**config.mk**
```make
export PLATFORM = sky130hd
export DESIGN_NAME = fpu_arbiter_flat
export DESIGN_NICKNAME = d
export VERILOG_FILES = /design/src/rtl/fpu_arbiter_if.sv /design/src/rtl/fpu_arbiter.sv /design/src/flat_wrapper.sv
export SDC_FILE = /design/constraint.sdc
export NUM_CORES = 1
export LEC_CHECK = 0
export CORE_AREA = 2 2 156 158
export CTS_BUF_LIST = sky130_fd_sc_hd__clkbuf_16
export DETAILED_ROUTE_END_ITERATION = 16
export DIE_AREA = 0 0 158 160
export SLEW_MARGIN = 5
export SYNTH_ARGS = -nofsm -noshare
export SYNTH_HDL_FRONTEND = slang
export SYNTH_SLANG_ARGS = --single-unit
```
**constraint.sdc**
```tcl
create_clock -name clock100KHz -period 4.4 [get_ports clock100KHz]
set_clock_uncertainty 0.15 [all_clocks]
set_input_delay 0.88 -clock clock100KHz [delete_from_list [all_inputs] [get_ports clock100KHz]]
set_output_delay 0.88 -clock clock100KHz [all_outputs]
set_load 0.1 [all_outputs]
```
**src/rtl/fpu_arbiter_if.sv**
```systemverilog
// Request/response channel bundle between the requesting units and fpu_arbiter.
// The master modport is the requester/consumer side; the slave modport is the arbiter.
interface fpu_arbiter_if #(
  parameter int N_REQ = 4
);
  localparam int ID_W = (N_REQ > 1) ? $clog2(N_REQ) : 1;

  logic [N_REQ-1:0]    req_valid;
  logic [N_REQ-1:0]    req_ready;
  logic [32*N_REQ-1:0] req_op_a;
  logic [32*N_REQ-1:0] req_op_b;
  logic                resp_valid;
  logic                resp_ready;
  logic [ID_W-1:0]     resp_id;
  logic [31:0]         resp_data;
  logic [3:0]          resp_status;

  modport master (
    output req_valid, req_op_a, req_op_b, resp_ready,
    input  req_ready, resp_valid, resp_id, resp_data, resp_status
  );

  modport slave (
    input  req_valid, req_op_a, req_op_b, resp_ready,
    output req_ready, resp_valid, resp_id, resp_data, resp_status
  );
endinterface

```
**src/rtl/fpu_arbiter.sv**
```systemverilog
// Shares one free-running fpu add/sub datapath between N_REQ requesters, one transaction at a time.
// Define FPU_ARB_FIXED_PRIO_EN for fixed lowest-index priority; default is round-robin.
module fpu_arbiter #(
  parameter int N_REQ      = 4,
  parameter int FPU_CYCLES = 5
) (
  input  logic         clock100KHz,
  input  logic         reset,
  fpu_arbiter_if.slave bus,
  output logic [31:0]  fpu_op_a,
  output logic [31:0]  fpu_op_b,
  input  logic [31:0]  fpu_data_in,
  input  logic [3:0]   fpu_status_in,
  output logic         busy
);
  localparam int ID_W  = (N_REQ > 1) ? $clog2(N_REQ) : 1;
  localparam int HOLD  = 2 * FPU_CYCLES + 1;
  localparam int CNT_W = $clog2(HOLD);

  typedef enum logic [1:0] {IDLE, WAIT, RESP} state_t;

  state_t            state_reg, state_next;
  logic [CNT_W-1:0]  cnt_reg, cnt_next;
  logic [ID_W-1:0]   id_reg;
  logic [31:0]       op_a_reg, op_b_reg, data_reg;
  logic [3:0]        status_reg;
  logic [ID_W-1:0]   ptr;
  logic [ID_W-1:0]   grant_idx;
  logic              grant_found;
  logic              load, capture;

`ifdef FPU_ARB_FIXED_PRIO_EN
  assign ptr = '0;
`else
  logic [ID_W-1:0] ptr_reg;

  // Pointer moves past the requester just served, so it gets lowest priority next round.
  always_ff @(posedge clock100KHz or negedge reset) begin
    if (!reset) begin
      ptr_reg <= '0;
    end else if (state_reg == RESP && bus.resp_ready) begin
      if (int'(id_reg) == N_REQ - 1) ptr_reg <= '0;
      else                           ptr_reg <= id_reg + 1'b1;
    end
  end

  assign ptr = ptr_reg;
`endif

  // Scan downward so the candidate closest above the pointer is the last one written.
  always_comb begin
    int idx;
    grant_found = 1'b0;
    grant_idx   = '0;
    for (int k = N_REQ - 1; k >= 0; k--) begin
      idx = int'(ptr) + k;
      if (idx >= N_REQ) idx = idx - N_REQ;
      if (bus.req_valid[idx]) begin
        grant_found = 1'b1;
        grant_idx   = idx[ID_W-1:0];
      end
    end
  end

  generate
    for (genvar gi = 0; gi < N_REQ; gi++) begin : g_ready
      assign bus.req_ready[gi] = reset && (state_reg == IDLE) && grant_found
                                 && (grant_idx == ID_W'(gi));
    end
  endgenerate

  always_ff @(posedge clock100KHz or negedge reset) begin
    if (!reset) begin
      state_reg <= IDLE;
      cnt_reg   <= '0;
    end else begin
      state_reg <= state_next;
      cnt_reg   <= cnt_next;
    end
  end

  always_comb begin
    state_next = state_reg;
    cnt_next   = cnt_reg;
    load       = 1'b0;
    capture    = 1'b0;
    case (state_reg)
      IDLE: begin
        if (grant_found) begin
          load       = 1'b1;
          cnt_next   = CNT_W'(HOLD - 1);
          state_next = WAIT;
        end
      end
      WAIT: begin
        if (cnt_reg == '0) begin
          capture    = 1'b1;
          state_next = RESP;
        end else begin
          cnt_next = cnt_reg - 1'b1;
        end
      end
      RESP: begin
        if (bus.resp_ready) state_next = IDLE;
      end
      default: state_next = IDLE;
    endcase
  end

  // Operands are sampled only at the handshake and held until the next one.
  always_ff @(posedge clock100KHz or negedge reset) begin
    if (!reset) begin
      op_a_reg   <= '0;
      op_b_reg   <= '0;
      id_reg     <= '0;
      data_reg   <= '0;
      status_reg <= '0;
    end else begin
      if (load) begin
        op_a_reg <= bus.req_op_a[32*grant_idx +: 32];
        op_b_reg <= bus.req_op_b[32*grant_idx +: 32];
        id_reg   <= grant_idx;
      end
      if (capture) begin
        data_reg   <= fpu_data_in;
        status_reg <= fpu_status_in;
      end
    end
  end

  assign fpu_op_a        = op_a_reg;
  assign fpu_op_b        = op_b_reg;
  assign bus.resp_valid  = (state_reg == RESP);
  assign bus.resp_id     = id_reg;
  assign bus.resp_data   = data_reg;
  assign bus.resp_status = status_reg;
  assign busy            = (state_reg != IDLE);
endmodule

```
**src/flat_wrapper.sv**
```systemverilog
// flat-port wrapper written by rule: the top's interface ports become plain ports
module fpu_arbiter_flat 
#(
  parameter int N_REQ      = 4,
  parameter int FPU_CYCLES = 5
)
  (clock100KHz, reset, fpu_op_a, fpu_op_b, fpu_data_in, fpu_status_in, busy, bus_req_valid, bus_req_op_a, bus_req_op_b, bus_resp_ready, bus_req_ready, bus_resp_valid, bus_resp_id, bus_resp_data, bus_resp_status);
  fpu_arbiter_if #(.N_REQ(N_REQ)) bus_i ();
  input  logic clock100KHz;
  input  logic reset;
  output logic [31:0] fpu_op_a;
  output logic [31:0] fpu_op_b;
  input  logic [31:0] fpu_data_in;
  input  logic [3:0] fpu_status_in;
  output logic busy;
  input wire logic [$bits(bus_i.req_valid)-1:0] bus_req_valid;
  input wire logic [$bits(bus_i.req_op_a)-1:0] bus_req_op_a;
  input wire logic [$bits(bus_i.req_op_b)-1:0] bus_req_op_b;
  input wire logic [$bits(bus_i.resp_ready)-1:0] bus_resp_ready;
  output wire logic [$bits(bus_i.req_ready)-1:0] bus_req_ready;
  output wire logic [$bits(bus_i.resp_valid)-1:0] bus_resp_valid;
  output wire logic [$bits(bus_i.resp_id)-1:0] bus_resp_id;
  output wire logic [$bits(bus_i.resp_data)-1:0] bus_resp_data;
  output wire logic [$bits(bus_i.resp_status)-1:0] bus_resp_status;
  assign bus_i.req_valid = bus_req_valid;
  assign bus_i.req_op_a = bus_req_op_a;
  assign bus_i.req_op_b = bus_req_op_b;
  assign bus_i.resp_ready = bus_resp_ready;
  assign bus_req_ready = bus_i.req_ready;
  assign bus_resp_valid = bus_i.resp_valid;
  assign bus_resp_id = bus_i.resp_id;
  assign bus_resp_data = bus_i.resp_data;
  assign bus_resp_status = bus_i.resp_status;
  fpu_arbiter #(.N_REQ(N_REQ), .FPU_CYCLES(FPU_CYCLES)) u_core (.clock100KHz(clock100KHz), .reset(reset), .bus(bus_i), .fpu_op_a(fpu_op_a), .fpu_op_b(fpu_op_b), .fpu_data_in(fpu_data_in), .fpu_status_in(fpu_status_in), .busy(busy));
endmodule
```
==> results of run 1 <==
worst min-delay path by stage:
stage | start | endpoint | cells after the start
4_1_cts | reset | u_core.fpu_op_a[14] | 1
2_1_floorplan | u_core.cnt_reg[0] | u_core.cnt_reg[0] | 1
5_1_grt | reset | u_core.fpu_op_a[14] | 1
3_5_place_dp | u_core.bus.resp_data[30] | u_core.bus.resp_data[30] | 1
3_3_place_gp | u_core.bus.resp_data[30] | u_core.bus.resp_data[30] | 1
6_report | reset | u_core.fpu_op_a[14] | 1
layout make-up:
type | instances | area (µm²) | area share
repair buffers | 418 | 4220 | 0.389
diodes | 1 | 2.50 | 0.000231
clock inverters | 7 | 68.8 | 0.00635
clock buffers | 9 | 225 | 0.0208
inverters | 5 | 18.8 | 0.00173
flip-flops and latches | 110 | 2750 | 0.254
multi-input cells | 473 | 3140 | 0.290
well taps | 324 | 405 | 0.0374
per-stage QoR:
step	hold slack [ns]	instance area, µm²	utilization	setup slack [ns]	cells
6_report	0.194	10800	0.455	0.733	1347
4_1_cts	0.178	10800	0.455	0.737	1346
3_3_place_gp	0.336	10500	0.442	0.761	1330
3_5_place_dp	0.342	10500	0.442	0.707	1330
5_1_grt	0.184	10800	0.455	0.673	1346
2_1_floorplan	0.312	6190	-	0.286	654
routing by layer:
metal,wire [µm],up-vias
met3,2060,36
met1,10400,3092
met2,12400,273
li1,-,3164
met4,635,0
met5,0,-
logic make-up after synthesis:
logic type                 count (synthesis)  synth area share
xor gates and xnor gates                   1           0.00142
DFF                                      110             0.445
adders and majority gates                  3           0.00606
buffers and inverters                     71            0.0530
AOI/OAI and AO/OA                        142             0.172
muxes                                     38            0.0689
and+or+nand+nor                          289             0.254
report_power, final:
group / switching (mW) / total (mW) / internal (mW)
combinational: 4.74 / 6.42 / 1.68
clock: 0.419 / 0.819 / 0.399
sequential: 0.280 / 1.81 / 1.53
critical path, stage by stage:
cell	delay, ns
clkdlybuf4s50_1	0.50
nor2b_1	0.19
a311oi_2	0.51
nor2_1	0.13
nor2_1	0.22
buf_12	0.20
cells in the mapped netlist, types with 3 or more instances:
| cell | number | share of area |
|---|---|---|
| and3_1 | 129 | 0.13 |
| a211oi_1 | 128 | 0.16 |
| dfrtp_1 | 110 | 0.44 |
| nor2_1 | 74 | 0.045 |
| nor3_1 | 55 | 0.044 |
| clkbuf_1 | 48 | 0.029 |
| mux2_2 | 37 | 0.067 |
| buf_2 | 10 | 0.0081 |
| nand2_1 | 10 | 0.0061 |
| nor3_2 | 10 | 0.016 |
| buf_6 | 6 | 0.011 |
| inv_1 | 5 | 0.0030 |
| a21oi_1 | 4 | 0.0032 |
| ha_1 | 3 | 0.0061 |
| nor2b_1 | 3 | 0.0030 |
| o21ai_0 | 3 | 0.0024 |
layout by cell type, fill, tap and decap left out, drive strengths merged:
cell	count
mux2	37
and2	1
nand4	1
nor3	65
nand3	1
and3	129
or2	1
a2bb2oi	1
a31oi	1
o31ai	2
a211oi	128
nor2	74
nor2b	3
a21oi	4
mux2i	1
o21ai	4
clkbuf	9
nor3b	1
clkinv	5
or4	1
diode	1
a21o	1
or3	1
clkdlybuf4s50	401
dfrtp	110
nand2b	1
a311oi	1
ha	3
buf	17
nand2	10
inv	7
xor2	1
==> PnR_summary.wiki, run 1 <==
{| class="wikitable"
! Metric !! Value
|-
| Outcome || finished, final reports clean
|-
| CTS tree || done
|-
| Maximum clock insertion buffer count || 2
|-
| Worst supply voltage drop on vdd || 0.000421 V
|-
| Post-CTS Hold Fix Bufs || 0
|-
| Filler cell count in the final layout || 2352
|-
| Number of antenna violations at the first check in global routing || 1
|-
| Data arrival time of the critical path || 2.64 ns
|-
| Layout cells sized above 1 || 0.0861
|-
| Area growth syn-to-layout || 75.0%
|-
| Tightest Pin Transition || 1.04 ns
|-
| Leakage dissipation || 4.34 nW
|-
| Normalized max-slew margin || 0.302
|-
| Post-CTS Repair Setup Buffers || 0
|-
| Number of nets in the final layout || 1319
|-
| YS warnings || 0
|-
| Nature of the critical path startpoint || primary input
|-
| Worst min-delay path category || primary input to asynchronous set/reset pin
|-
| Row count || 57
|-
| Time the worst path needs with I/O delays and setup || 3.67 ns
|-
| Routing usage on met3 || 0.0491
|-
| Origin of the critical flop-to-flop path || u_core.ptr[1]
|-
| Setup total negative slack || 0 ns
|-
| Max-cap violation count || 0
|-
| Initial core utilization || 0.260
|-
| Clock tree root buffer cell || clkbuf_16
|-
| Die outline width || 158 µm
|-
| Top achievable clock speed || 273 MHz
|-
| Sequential area share after synthesis || 0.445
|-
| Final Hold Violating Endpoints || 0
|-
| Flop2flop setup slack || 1.63 ns
|-
| Worst reg2reg path depth || 6
|-
| Post-DRT Antenna Nets || 0
|-
| Met2 routing resource usage after global routing || 0.337
|-
| Vias in the first global route || 6564
|-
| Io pins || 407
|-
| Final RePlAce weighted congestion || 0.845
|-
| Die area || 25300 µm²
|-
| Overflow left after global routing || 0
|-
| Mean cell area of the mapped netlist || 9.46 µm²
|-
| Number of port buffers || 406
|-
| Type of the worst setup path || primary input to output port
|-
| Ys async rst share || 1.00
|-
| First element of the critical path || bus_req_valid[2]
|-
| Number of synthesized register bits || 110
|-
| Aggregate global-route resource usage || 0.196
|-
| EDFF count, synth || 0
|-
| Total core area || 23800 µm²
|-
| Quantity of gates resized following cts || 0
|-
| Final count of negative-setup-slack endpoints || 0
|-
| Vias after detailed routing || 6565
|-
| Syn_nets || 956
|-
| Number of sinks on the clock net || 110
|-
| Critical path capture point type || output port
|-
| First-pass GRT wire length || 38200 µm
|-
| Data required time of the worst path || 3.37 ns
|-
| Flip-flop cell with the highest count after synthesis || dfrtp_1
|-
| Number of DRC markers in iteration 0 || 317
|-
| Capture point of the worst reg-to-reg path || u_core.fpu_op_a[16]
|-
| Routed wirelength normalized by instance count || 18.9 µm
|-
| Maximum number of pins on one net before global-route repair || 81
|-
| Met1 Usage GRT || 0.238
|-
| Critical path endpoint || bus_req_ready[0]
|-
| Half-perimeter wire length after placement || 18800 µm
|-
| Total detailed-routing wirelength || 25500 µm
|-
| Netlist Area Pre-Place || 6190 µm²
|-
| Total power density per cell area || 835 nW/µm²
|-
| Height of the chip || 160 µm
|-
| Number of H-tree levels || 3
|-
| DRC violations left || 0
|-
| Via/cell ratio || 4.87
|-
| Detailed-routing iteration count for the pre-antenna-repair pass || 4
|-
| Clk slew on worst S/H paths || 0.08 ns
|-
| Post-Synthesis Cells || 654
|-
| Insertion delay of the later-clocked pin in the worst-skew pair || 0.35 ns
|-
| Max FO, Critical Path || 4
|-
| Unrepaired setup endpoints after global routing || false
|-
| Global routing's busiest layer || met2
|-
| Number of library cell types mapped by synthesis || 34
|-
| TritonCTS Buffers || 9
|-
| Overall power after layout || 9.05 mW
|-
| Max-slew violation total from the final report || 0
|-
| Period utilization || 0.833
|}
Power figures use the tool's default switching activity.
==> run 2, diff against run 1 <==
--- a/config.mk
+++ b/config.mk
@@ -5,10 +5,10 @@
 export SDC_FILE = /design/constraint.sdc
 export NUM_CORES = 1
 export LEC_CHECK = 0
-export CORE_AREA = 2 2 156 158
+export CORE_AREA = 2 2 158 160
 export CTS_BUF_LIST = sky130_fd_sc_hd__clkbuf_16
 export DETAILED_ROUTE_END_ITERATION = 16
-export DIE_AREA = 0 0 158 160
+export DIE_AREA = 0 0 160 162
 export SLEW_MARGIN = 5
 export SYNTH_ARGS = -nofsm -noshare
 export SYNTH_HDL_FRONTEND = slang
==> constraint.sdc (replaced) <==
create_clock -name clock100KHz -period 3 [get_ports clock100KHz]
set_clock_uncertainty 0.15 [all_clocks]
set_input_delay 0.6 -clock clock100KHz [delete_from_list [all_inputs] [get_ports clock100KHz]]
set_output_delay 0.6 -clock clock100KHz [all_outputs]
set_load 0.1 [all_outputs]
==> PnR_summary.wiki, run 2 (synthesized netlist as in run 1, its figures left out) <==
{| class="wikitable"
! Metric !! Value
|-
| WHS || 0.280 ns
|-
| Total core area || 24100 µm²
|-
| Antenna diode instance count || 0
|-
| Number of H-tree levels || 3
|-
| Maximum clock insertion buffer count || 2
|-
| Vias in the first global route || 6766
|-
| Max-slew violation total from the final report || 0
|-
| Leading cell type in the layout, fill and taps excluded || clkdlybuf4s50_1
|-
| Die outline width || 160 µm
|-
| DRC violations left || 0
|-
| Internal || 5.16 mW
|-
| Number of port buffers || 406
|-
| Total power density per cell area || 1220 nW/µm²
|-
| Clock tree root buffer cell || clkbuf_16
|-
| Max FO, Critical Path || 4
|-
| Layout cells sized above 1 || 0.207
|-
| Type of the worst setup path || primary input to output port
|-
| Count of non-filler cells in the finished layout || 1362
|-
| Total detailed-routing wirelength || 25600 µm
|-
| Overflow left after global routing || 0
|-
| Leakage dissipation || 4.53 nW
|-
| Data arrival time of the critical path || 2.20 ns
|-
| Capture point of the worst reg-to-reg path || u_core.fpu_op_a[12]
|-
| Critical path endpoint || bus_req_ready[3]
|-
| Row count || 57
|-
| Top achievable clock speed || 339 MHz
|-
| Post-CTS Hold Fix Bufs || 0
|-
| Final Hold Violating Endpoints || 0
|-
| Initial core utilization || 0.257
|-
| Number of DRC markers in iteration 0 || 376
|-
| Number of antenna violations at the first check in global routing || 0
|-
| Normalized max-slew margin || 0.476
|-
| Worst supply voltage drop on vdd || 0.000835 V
|-
| Time the worst path needs with I/O delays and setup || 2.95 ns
|-
| Dpl cell area || 10500 µm²
|-
| Commonest non-fill, non-tap cells in the layout || 297 x clkdlybuf4s50_1, 129 x and3_1, 128 x a211oi_1
|-
| TritonCTS Buffers || 9
|-
| Number of nets in the final layout || 1336
|-
| Part of the power in registers || 0.203
|-
| Multi-input logic area || 3170 µm²
|-
| Tightest Pin Transition || 0.786 ns
|-
| Number of sinks on the clock net || 110
|-
| Worst min-delay path category || primary input to asynchronous set/reset pin
|-
| Net Sw Frac || 0.610
|-
| Final count of negative-setup-slack endpoints || 0
|-
| Data required time of the worst path || 2.25 ns
|-
| Maximum number of pins on one net before global-route repair || 76
|-
| Post-Place Worst Slack || -0.00320 ns
|-
| First-pass GRT wire length || 39100 µm
|-
| Via/cell ratio || 4.90
|-
| Flop2flop setup slack || 0.73 ns
|-
| Height of the chip || 162 µm
|-
| Period utilization || 0.982
|-
| Worst reg2reg path depth || 6
|-
| Outcome || finished, final reports clean
|-
| Nature of the critical path startpoint || primary input
|-
| Die area || 25900 µm²
|-
| Half-perimeter wire length after placement || 19200 µm
|-
| Total routed wire length on the met1 layer || 10700 µm
|-
| Max-cap violation count || 0
|-
| Filler cell count in the final layout || 2417
|-
| Aggregate global-route resource usage || 0.191
|-
| Origin of the critical flop-to-flop path || u_core.ptr[1]
|-
| Clk slew on worst S/H paths || 0.08 ns
|-
| Post-DRT Antenna Nets || 0
|-
| Insertion delay of the later-clocked pin in the worst-skew pair || 0.35 ns
|-
| Unrepaired setup endpoints after global routing || true
|-
| Net Sw Power || 8.05 mW
|-
| CTS tree || done
|-
| First element of the critical path || bus_req_valid[2]
|-
| Final design instance area without fill || 10800 µm²
|-
| Detailed-routing iteration count for the pre-antenna-repair pass || 4
|-
| Final Core Density || 0.448
|-
| Total instance count after detailed placement || 1345
|-
| Combinational share of power || 0.706
|-
| WL met3 || 1850 µm
|-
| Post-layout worst setup margin || 0.0537 ns
|-
| Area growth syn-to-layout || 74.3%
|-
| Final RePlAce weighted congestion || 0.818
|-
| Highest signal layer in the routed design || met4
|-
| Routed wirelength normalized by instance count || 18.8 µm
|-
| Critical path capture point type || output port
|-
| Vias after detailed routing || 6673
|-
| Part of the power in the clock network || 0.091
|-
| Io pins || 407
|-
| Met2 layer wire length in the routed design || 12500 µm
|-
| Area used by sequential logic in the layout || 2750 µm²
|}
run 2: cell count changes in the layout (fill, tap and decap cells not counted), sizes merged:
cell           before  now
diode               1    0
buf                17  138
clkinvlp            0    1
clkdlybuf4s50     401  297
clkinv              5    3
run 2: power groups by stage:
stage	sequential, mW	combinational (mW)	clock, mW
final	2.68	9.33	1.20
after CTS	2.69	9.35	1.25
after global placement	2.67	9.33	0
after detailed placement	2.71	9.35	0
after global routing	2.78	9.70	1.31
after floorplan	7.72	1.94	0
run 2: metrics by stage:
step	power [mW]	setup TNS [ns]
6_report	13.2	0
5_1_grt	13.8	-0.00563
4_1_cts	13.3	0
3_5_place_dp	12.1	-0.00320
3_3_place_gp	12.0	0
2_1_floorplan	9.66	-0.396
run 2: cell type report:
type	instances	area share
Timing Repair Buffer	435	0.385
Multi-Input combinational cell	473	0.294
Sequential cell	110	0.255
Tap cell	324	0.0376
Clock buffer	9	0.0209
Clock inverter	6	0.00522
Inverter	5	0.00174
run 2: metal layers:
layer | GRT usage | vias to the layer above
met5 | 0 | -
met4 | 0.0561 | 0
met3 | 0.0455 | 30
met2 | 0.331 | 285
met1 | 0.238 | 3160
li1 | - | 3198
run 2: repair_timing:
item | 4_1_cts | 5_1_grt
endpoints found under the setup margin | 1 | 4
gates resized for setup | 0 | 4
pin swaps | 1 | 3
setup buffers | 0 | 2
run 2: worst min path at each step:
stage | end | slack (ns) | start
3_3_place_gp | u_core.cnt_reg[0] | 0.34 | u_core.cnt_reg[0]
3_5_place_dp | u_core.bus.resp_data[27] | 0.34 | u_core.bus.resp_data[27]
2_1_floorplan | u_core.bus.resp_data[0] | 0.15 | reset
6_report | u_core.cnt_reg[2] | 0.28 | reset
5_1_grt | u_core.cnt_reg[2] | 0.33 | reset
4_1_cts | u_core.fpu_op_a[13] | 0.29 | reset
run 2: worst max-delay path: stages:
cell and delay [ns]:
clkdlybuf4s50_1 0.48, buf_4 0.15, nor2b_2 0.19, a311oi_4 0.07
or2_2 0.34, nor2_2 0.16, buf_12 0.19
==> run 3, diff against run 2 <==
--- a/config.mk
+++ b/config.mk
@@ -9,6 +9,8 @@
 export CTS_BUF_LIST = sky130_fd_sc_hd__clkbuf_16
 export DETAILED_ROUTE_END_ITERATION = 16
 export DIE_AREA = 0 0 160 162
+export GPL_TIMING_DRIVEN = 0
+export PLACE_DENSITY_LB_ADDON = 0.2
 export SLEW_MARGIN = 5
 export SYNTH_ARGS = -nofsm -noshare
 export SYNTH_HDL_FRONTEND = slang
==> PnR_summary.wiki, run 3 (synthesized netlist as in run 1, its figures left out) <==
{| class="wikitable"
! Metric !! Value
|-
| Outcome || finished, final reports clean
|-
| Initial core utilization || 0.257
|-
| DRC violations left || 0
|-
| Unrepaired setup endpoints after global routing || false
|-
| Maximum number of pins on one net before global-route repair || 74
|-
| Vias in the first global route || 6996
|-
| Height of the chip || 162 µm
|-
| Data arrival time of the critical path || 2.19 ns
|-
| Leakage dissipation || 4.46 nW
|-
| Layout cells sized above 1 || 0.0918
|-
| Insertion delay of the later-clocked pin in the worst-skew pair || 0.36 ns
|-
| Dpl cell area || 10700 µm²
|-
| Data required time of the worst path || 2.25 ns
|-
| Final design instance area without fill || 11100 µm²
|-
| Total power density per cell area || 1210 nW/µm²
|-
| Commonest non-fill, non-tap cells in the layout || 397 x clkdlybuf4s50_1, 129 x and3_1, 128 x a211oi_1
|-
| Vias after detailed routing || 6801
|-
| Number of DRC markers in iteration 0 || 235
|-
| Final Hold Violating Endpoints || 0
|-
| Number of sinks on the clock net || 110
|-
| Via/cell ratio || 4.84
|-
| Worst min-delay path category || primary input to asynchronous set/reset pin
|-
| Aggregate global-route resource usage || 0.208
|-
| Clock tree root buffer cell || clkbuf_16
|-
| Normalized max-slew margin || 0.296
|-
| Overall power after layout || 13.5 mW
|-
| Worst reg2reg path depth || 9
|-
| Clk slew on worst S/H paths || 0.09 ns
|-
| Leading cell type in the layout, fill and taps excluded || clkdlybuf4s50_1
|-
| Io pins || 407
|-
| Total core area || 24100 µm²
|-
| TritonCTS Buffers || 9
|-
| Period utilization || 0.979
|-
| Final Core Density || 0.462
|-
| Area growth syn-to-layout || 80.1%
|-
| Die outline width || 160 µm
|-
| Number of nets in the final layout || 1376
|-
| Critical path capture point type || output port
|-
| Post-layout worst setup margin || 0.0638 ns
|-
| Total detailed-routing wirelength || 27600 µm
|-
| CTS tree || done
|-
| Row count || 57
|-
| Post-Place Worst Slack || -1.90 ns
|-
| Number of H-tree levels || 3
|-
| Tightest Pin Transition || 1.05 ns
|-
| Die area || 25900 µm²
|-
| Routed wirelength normalized by instance count || 19.7 µm
|-
| Post-DRT Antenna Nets || 0
|-
| Time the worst path needs with I/O delays and setup || 2.94 ns
|-
| Final count of negative-setup-slack endpoints || 0
|-
| Type of the worst setup path || primary input to output port
|-
| Max-cap violation count || 0
|-
| Detailed-routing iteration count for the pre-antenna-repair pass || 4
|-
| Worst supply voltage drop on vdd || 0.000815 V
|-
| Overflow left after global routing || 0
|-
| Maximum clock insertion buffer count || 2
|-
| Number of port buffers || 406
|-
| Max FO, Critical Path || 23
|-
| Nature of the critical path startpoint || primary input
|-
| First-pass GRT wire length || 41500 µm
|-
| Max-slew violation total from the final report || 0
|-
| Number of antenna violations at the first check in global routing || 2
|-
| Half-perimeter wire length after placement || 21700 µm
|-
| Top achievable clock speed || 341 MHz
|-
| Final RePlAce weighted congestion || 0.864
|}
## run 3: metrics by stage
step / setup TNS [ns] / hold slack [ns] / instances
global route: 0 / 0.0978 / 1404
floorplan: -0.396 / 0.154 / 654
detailed placement: -30.03 / 0.337 / 1385
global placement: -437.10 / 0.335 / 1384
finish: 0 / 0.0741 / 1404
CTS: 0 / 0.104 / 1403
## run 3: repair_timing
item,CTS,global route
hold endpoints to repair,3,0
gates resized for setup,59,0
setup buffers,3,0
hold buffers,4,0
endpoints found under the setup margin,26,0
## run 3: where the power goes
group / switching, mW / total, mW / internal, mW / leakage, nW
clock network: 0.642 / 1.23 / 0.587 / 0.143
logic: 7.08 / 9.66 / 2.58 / 3.05
registers: 0.400 / 2.64 / 2.24 / 1.26
## run 3: routing by layer
layer  global-route usage  wire length, µm  vias to the layer above
met2                0.364            13500                      294
met5                    0               13                        -
met3               0.0501             1940                       45
met1                0.247            11300                     3173
met4               0.0839              895                        2
li1                     -                -                     3287
## run 3: cell type report
type,instances,area [µm²]
fillers,2390,13000
diodes,1,2.50
multi-input cells,473,3150
clock inverters,7,66.3
repair buffers,414,4180
plain buffers,61,343
well taps,324,405
clock buffers,9,225
inverters,5,18.8
flip-flops and latches,110,2750
## run 3: path summary, 6_finish.rpt
check | slack, ns | from | end
hold / removal | 0.07 | reset | u_core.fpu_op_b[31]
min in group clock100KHz | 0.35 | u_core.cnt_reg[0] | u_core.cnt_reg[0]
setup reg to reg | 0.41 | u_core.ptr[1] | u_core.fpu_op_a[7]
hold reg to reg | 0.35 | u_core.cnt_reg[0] | u_core.cnt_reg[0]
setup / recovery | 0.06 | bus_req_valid[3] | bus_req_ready[1]
max in group asynchronous | 1.22 | reset | u_core.fpu_op_b[21]
## run 3: critical path, stage by stage
cell and delay (ns):
dlygate4sd2_1 0.28, or4_4 0.56, and2_4 0.18, buf_12 0.16
nand4_1 0.16, nor2_2 0.07, buf_12 0.17
==> RTL change, RTL diff (flow settings as in run 2) <==
Add a define of `FPU_ARB_FIXED_PRIO_EN`.
--- a/src/rtl/fpu_arbiter.sv
+++ b/src/rtl/fpu_arbiter.sv
@@ -2,2 +2,4 @@
 // Define FPU_ARB_FIXED_PRIO_EN for fixed lowest-index priority; default is round-robin.
+`define FPU_ARB_FIXED_PRIO_EN
+
 module fpu_arbiter #(
Check against the original RTL: same outputs for any inputs over 4 cycles, from zero or initial values and one cycle with reset low; that may be too few to reach the edited logic, so the function may still have changed.
==> RTL change against run 2 <==
Wire length rose by 13%; area after synthesis rose by 3.5%; sequential share of layout area fell by 0.83 points; largest cell class unchanged; sequential cell count fell by 2; combinational power fell by 7.1%; global-route usage rose by 2.6 points; total power fell by 4.7%; non-clock buffer count fell by 4; worst setup slack improved by 260 ps; sequential power fell by 2%; maximum frequency rose by 9.6%; register-to-register slack improved by 160 ps; highest routed layer unchanged; critical path type unchanged; design area rose by 1.5%.
==> RTL change: results (changes against run 2) <==
outcome finished clean (unchanged); Synth Net Count 973 (was 956); portion of total power attributed to combinational logic 68.8% (was 70.6%); WL met3 2020 µm (was 1850 µm); Static Leak 4.31 nW (was 4.53 nW); Initial DRC Count 353 (was 376); global routing usage on met1 26.1% (was 23.8%); CP Data Arrival Time 1940 ps (was 2200 ps); top cells by count, synth dfrtp_1, nand2_1, a21oi_1 (was and3_1, a211oi_1, dfrtp_1); Gate Count Post-Synth 672 (was 654); first-pass GRT wire length 43800 µm (was 39100 µm); P_seq 2.62 mW (was 2.68 mW); number of global-route vias before repair 7292 (was 6766); library cells used by synthesis 33 (was 34); synth top area cells dfrtp_1, nand3b_1, o32a_1 (was dfrtp_1, a211oi_1, and3_1); GR Util met3 5.57% (was 4.55%); routed wire length per instance 21.2 µm (was 18.8 µm); Setup crit start bus_req_valid[1] (was bus_req_valid[2]); placed instance area 10600 µm² (was 10500 µm²); critical path peak fanout 5 (was 4); Global Route Usage Sum 21.7% (was 19.1%); Seq/Total Area, Yosys 42.2% (was 44.5%); flop2flop setup slack 890 ps (was 730 ps); initial antenna violation count 2 (was 0); Total Nets Final 1340 (was 1336); Worst R2R Start u_core.state_reg[1] (was u_core.ptr[1]); total number of vias 6932 (was 6673); P_sw 7.66 mW (was 8.05 mW); clk sink count 108 (was 110); M1 wire length 11800 µm (was 10700 µm); routability cong. 0.814 (was 0.818); Tightest Pin Transition 840 ps (was 786 ps)
==> RTL change: changes by cell type after synthesis, moves of 64 or more <==
cell | run 2 | this run
a211oi_1 | 128 | 0
a21oi_1 | 4 | 68
and3_1 | 129 | 3
nand2_1 | 10 | 89
nand3b_1 | 0 | 64
nor2_1 | 74 | 5
==> RTL change: area by class of cell <==
| class | instances | share of cell area [%] |
|---|---|---|
| Tap cell | 324 | 3.70 |
| Inverter | 6 | 0.206 |
| Sequential cell | 108 | 24.7 |
| Multi-Input combinational cell | 483 | 31.1 |
| Antenna cell | 1 | 0.0229 |
| Timing Repair Buffer | 431 | 37.4 |
| Clock buffer | 9 | 2.06 |
| Clock inverter | 7 | 0.880 |
==> RTL change: kinds of logic (layout without fill, tap and decap cells) <==
family / Yosys count / count (layout) / synth area share [%]
buffers and inverters: 81 / 453 / 5.17
flip-flops: 108 / 108 / 42.2
other: 0 / 1 / 0
multiplexers: 37 / 37 / 6.50
adder cells (fa/ha/maj): 2 / 2 / 0.390
AO/OA/AOI/OAI: 267 / 267 / 30.5
AND/OR/NAND/NOR: 177 / 177 / 15.2
==> RTL change: how the worst min path moves through the flow <==
stage	to	slack, ps	cells past startpoint
2_1_floorplan	u_core.bus.resp_data[0]	150	0
3_3_place_gp	u_core.fpu_op_b[13]	330	1
3_5_place_dp	u_core.fpu_op_a[17]	340	1
4_1_cts	u_core.bus.resp_id[0]	280	2
5_1_grt	u_core.fpu_op_b[2]	310	2
6_report	u_core.fpu_op_b[2]	250	2
==> RTL change: per-stage QoR <==
stage | setup TNS [ps] | setup slack (ps)
after floorplan | -375 | -375
after global placement | 0 | 269
after detailed placement | 0 | 267
after CTS | 0 | 290
after global routing | 0 | 252
final | 0 | 312
